## config.mk

```make
export PLATFORM = sky130hd
export DESIGN_NAME = zxuno_port_ctrl
export DESIGN_NICKNAME = d
export VERILOG_FILES = /design/src/rtl/zxuno_port_ctrl.sv
export SDC_FILE = /design/constraint.sdc
export NUM_CORES = 1
export LEC_CHECK = 0
export CAP_MARGIN = 20
export CORE_UTILIZATION = 30
export CTS_CLUSTER_SIZE = 20
export DETAILED_ROUTE_END_ITERATION = 7
export PLACE_DENSITY_LB_ADDON = 0.05
export SLEW_MARGIN = 20
export SYNTH_ARGS = -nofsm -noshare
export SYNTH_HDL_FRONTEND = slang
export SYNTH_SLANG_ARGS = --single-unit
```

## constraint.sdc

```tcl
create_clock -name clk -period 2.35 [get_ports clk]
set_clock_uncertainty 0.15 [all_clocks]
set_input_delay 0.47 -clock clk [delete_from_list [all_inputs] [get_ports clk]]
set_output_delay 0.47 -clock clk [all_outputs]
set_load 0.01 [all_outputs]
```

## src/rtl/zxuno_port_ctrl.sv

```systemverilog
// ==========================================================================
// zxuno_port_ctrl : ZX-Uno register address/data port decoder (FC3B/FD3B).
// Optional address readback enabled by macro ZXUNO_ADDR_READBACK_EN.
// Revision: 1.0
// ==========================================================================
`default_nettype none

module zxuno_port_ctrl (
  input  logic        clk,
  input  logic        rst,
  input  logic [15:0] a,
  input  logic        iorq_n,
  input  logic        rd_n,
  input  logic        wr_n,
  input  logic [7:0]  din,
  output logic [7:0]  zxuno_addr,
  output logic        zxuno_regrd,
  output logic        zxuno_regwr,
  output logic        regaddr_changed,
  output logic [7:0]  dout,
  output logic        oe_n
);

  localparam logic [15:0] ADDR_PORT = 16'hFC3B;
  localparam logic [15:0] DATA_PORT = 16'hFD3B;

  logic       w_rd_acc;
  logic       w_wr_acc;
  logic       w_wr_start;
  logic       w_is_addr;
  logic       w_is_data;

  logic       wr_act_d,          wr_act_q;
  logic [7:0] zxuno_addr_d,      zxuno_addr_q;
  logic       regaddr_changed_d, regaddr_changed_q;
  logic       zxuno_regwr_d,     zxuno_regwr_q;

  // Both strobes low together is not a valid access of either kind.
  assign w_rd_acc  = !iorq_n && !rd_n &&  wr_n;
  assign w_wr_acc  = !iorq_n && !wr_n &&  rd_n;
  assign w_is_addr = (a == ADDR_PORT);
  assign w_is_data = (a == DATA_PORT);
  assign w_wr_start = w_wr_acc && !wr_act_q;

  always_comb begin
    wr_act_d          = w_wr_acc;
    zxuno_addr_d      = zxuno_addr_q;
    regaddr_changed_d = w_wr_start && w_is_addr;
    zxuno_regwr_d     = w_wr_start && w_is_data;
    if (w_wr_start && w_is_addr) begin
      zxuno_addr_d = din;
    end
  end

  always_ff @(posedge clk) begin
    if (rst) begin
      wr_act_q          <= 1'b0;
      zxuno_addr_q      <= 8'h00;
      regaddr_changed_q <= 1'b0;
      zxuno_regwr_q     <= 1'b0;
    end else begin
      wr_act_q          <= wr_act_d;
      zxuno_addr_q      <= zxuno_addr_d;
      regaddr_changed_q <= regaddr_changed_d;
      zxuno_regwr_q     <= zxuno_regwr_d;
    end
  end

  assign zxuno_addr      = zxuno_addr_q;
  assign regaddr_changed = regaddr_changed_q;
  assign zxuno_regwr     = zxuno_regwr_q;
  assign zxuno_regrd     = w_rd_acc && w_is_data;

`ifdef ZXUNO_ADDR_READBACK_EN
  logic [7:0] dout_d, dout_q;

  // Track the next address value so dout always equals zxuno_addr.
  always_comb begin
    dout_d = zxuno_addr_d;
  end

  always_ff @(posedge clk) begin
    if (rst) begin
      dout_q <= 8'h00;
    end else begin
      dout_q <= dout_d;
    end
  end

  assign dout = dout_q;
  assign oe_n = !(w_rd_acc && w_is_addr);
`else
  assign dout = 8'h00;
  assign oe_n = 1'b1;
`endif

endmodule

`default_nettype wire

```

Word level (Yosys, flattened, before mapping)
Index checks and enable logic that the tools add are counted.

Equal/unequal tests: 2. Reductions and logical operators: 12.

Operators by type and width (count): $eq 16x16->1 const B (2); $logic_and 1x1->1 (8); $logic_not 1->1 (4).

Bits in registers: 11. Input port bits: 29. Output and inout port bits: 20. Logic and storage cells: 18.

Depth between registers and ports, before layout
Gate-level depths: netlist (run 1).

Depth after elaboration: 5. Depth in mapped cells: 5. Mapped depth without buffers: 4.

Worst setup path before layout (run 1)
No wires, ideal clock.

Path type: input to output. Start point: in a[9]. End point: out zxuno_regrd. Arrival: 1.462 ns. Required time: 1.730 ns. Path slack: 0.268 ns. Cell stages on the path: 4. Buffers on the path: 0. Cell sequence: nand4b_1 > nor4_1 > nand2_1 > nor4b_1.

Word-level cells in the longest chain between the ends: 2.

RTL lines: start: declaration (line 11) `input logic [15:0] a,`; $eq 16x16->1 (line 42) `assign w_is_data = (a == DATA_PORT);`; $logic_and 1x1->1 (line 72) `assign zxuno_regrd = w_rd_acc && w_is_data;`; end: declaration (line 17) `output logic zxuno_regrd,`.

Every way passes these cells.

Worst setup path in the final report (run 1)
Start point: in a[11]. End point: out zxuno_regrd.

Same word-level chain as after synthesis.

==> results.yml, run 1 <==
global_routing:
  use_met2: 0.247
  grt_antenna_before_repair: 0
  grt_most_used_layer: "met2"
  grt_pass1_vias: 533
  use_met3: 0.0353
  grt_use_met1: 0.164
  grt-ovfl-total: 0
  grt_usage: 0.142
  grt_pass1_wl_um: 2150
  grt_max_degree: 20
critical_path:
  crit_required_ps: 1730
  ff2ff_path_depth: 4
  r2r_slack_ps: 700
  path_depth: 6
  cp_num_buf_inv: 2
  critical-path-top-delay-family: "simple AND/OR/NAND/NOR gates"
  crit_path_start: "a[11]"
  r2r_start: "wr_act_q$_SDFF_PP0_"
  rr_endpoint: "zxuno_addr[1]$_SDFFE_PP0P_"
  cpMaxStageDelayCell: "nor4_4"
  crit_fanout: 2
  cp_cell_sequence: "clkdlybuf4s15_1, nand4b_1, nor4_4, nand2_1, nor4b_2, buf_2"
  worst-setup-path-type: "in -> out"
  critPathCapture: "zxuno_regrd"
  endpoint_kind: "output port"
  slowest_delay_ps: 300
  arrival_ps: 1580
  start_kind: "input pin"
synth:
  netlist.top_cell.by_area: "dfxtp_1"
  ys_ff_latch: 11
  netlist_top_cells_area: "dfxtp_1 37%, nand2b_1 17%, mux2i_1 13%"
  syn_inst: 61
  syn_area_um2: 594
  synth_top_area_share: 0.371
  synth_cell_types: 17
  yosysWarnings: 0
  ys_seq_area_frac: 0.371
  syn_area_per_cell_um2: 9.74
floorplanning:
  core_area_mm2: 0.00178
  fp-row-count: 15
  die_x_um: 46.5
  die_h_um: 46.5
  io_pins: 49
  die_area_mm2: 0.00216
  start_util: 0.333
route:
  wire_per_inst_um: 10.2
  routed_wirelength_um: 1390
  num_vias: 578
  route.detailed.drc: 0
  antenna_left: 0
  via_per_inst: 4.22
  first_iter_violations: 2
  first_pass_iters: 2
layout:
  syn_to_final_growth_pct: 81.9
  layout_common_cells: "23 x clkdlybuf4s50_1, 16 x nand2b_1, 13 x buf_4"
  fin_area_mm2: 0.00108
  diodes: 0
  final_common_cell: "clkdlybuf4s50_1"
  regArea_um2: 220
  fillCellCount: 175
  drive_above_1_share: 0.196
  nNetsFinal: 142
  multi_input_area_um2: 335
run:
  maxCapViolations: 0
cts:
  root_buffer: "clkbuf_4"
  cts_max_level: 1
  path_clk_slew_ps: 70
  cts_hold_buf: 0
  clk_latency_ps: 260
  clock_sinks: 11
  cts_tree: "done"
  cts_made_buffers: 3
  clockBufferDepth: 2
timing:
  min_period_ps: 2200
  tns_ps: 0
  finalHoldViolCount: 0
  fmax_ghz: 0.454
  grt_setup_unrepaired: "no"
  setup_viol_count_final: 0
  setup_ws_ps: 145
  drv_slew: 0
  min_period_over_period: 0.938
pwr:
  p_leak_uw: 0.000432
  power.total_uw: 385
  powerDensity_mw_per_mm2: 356
  ir_drop_mv: 0.226
hold_path:
  hp-start: "zxuno_addr[2]$_SDFFE_PP0P_"
  min_path_type: "reg -> reg"
placement:
  hpwl_um: 1070
  dpl_worst_slack_ps: -652
  gp_congestion: 0.656
  io_buffers: 39
  post_dp_cell_area_mm2: 0.00101
status:
  status: "complete, no violations"
==> tightest hold or removal path: stages (launching register included) <==
cell and delay (ps):
dfxtp_1 310, nand2b_1 60, mux2i_1 60
==> kinds of logic after synthesis <==
| kind of cell | share of synthesized area |
|---|---|
| other | 0.0126 |
| buffers and inverters | 0.145 |
| muxes | 0.135 |
| and+or+nand+nor | 0.337 |
| DFF | 0.371 |
==> per-stage QoR <==
step | utilization | std cells | hold WS, ps
finish | 0.606 | 137 | 323
global route | 0.606 | 137 | 346
CTS | 0.601 | 137 | 328
detailed placement | 0.566 | 127 | 314
global placement | 0.566 | 127 | 310
floorplan | - | 68 | 332
==> cell type report <==
class                      count  area share
clock buffer                   4      0.0243
timing repair buffer          52       0.433
sequential                    11       0.204
multi-input combinational     45       0.310
tap                           25      0.0289
==> where the power goes <==
group	internal [uW]	total, uW	switching (uW)
registers	187	187	0.124
clock network	65.6	131	65.0
logic	45.9	67.7	21.8
total	298	385	86.9
==> worst min-delay path by stage <==
stage,end,slack [ps],depth (start not counted)
floorplan,zxuno_regwr$_SDFF_PP0_,330,2
global placement,zxuno_addr[3]$_SDFFE_PP0P_,310,2
CTS,zxuno_addr[3]$_SDFFE_PP0P_,330,2
detailed placement,zxuno_addr[7]$_SDFFE_PP0P_,310,2
finish,zxuno_addr[2]$_SDFFE_PP0P_,320,2
global route,zxuno_addr[3]$_SDFFE_PP0P_,350,2
==> registers in the layout (all words and copies together) (netlist names) <==
name             flops
regaddr_changed      1
wr_act_q             1
zxuno_addr           8
zxuno_regwr          1
==> synthesized netlist by cell type <==
cell,count
nor3_1,1
nor3b_2,1
conb_1,2
nand4bb_1,1
nor4_1,1
buf_6,1
nand2_1,1
dfxtp_1,11
buf_4,9
clkbuf_1,2
nand4b_1,2
or4b_4,1
and2b_1,1
nor4b_1,2
nand2b_1,16
nand3_1,1
mux2i_1,8
==> timing repair <==
item / in CTS / in global routing
buffers inserted: 6 / 0
pin swaps: 7 / 5
endpoints found under the setup margin: 1 / 1
gates resized for setup: 25 / 6
==> per-layer routing <==
layer  part of all wire  routed length, um
met5                  0                  0
met3              0.089                124
met1               0.41                570
met4                  0                  0
met2               0.50                698
No activity file was read; power rests on OpenSTA's default activity.
==> run 2: changes to the inputs <==
- CTS_CLUSTER_SIZE: 20 -> 12
==> results of run 2 <==
Same layout as run 1: the final DEF is identical, and so are final timing and power.
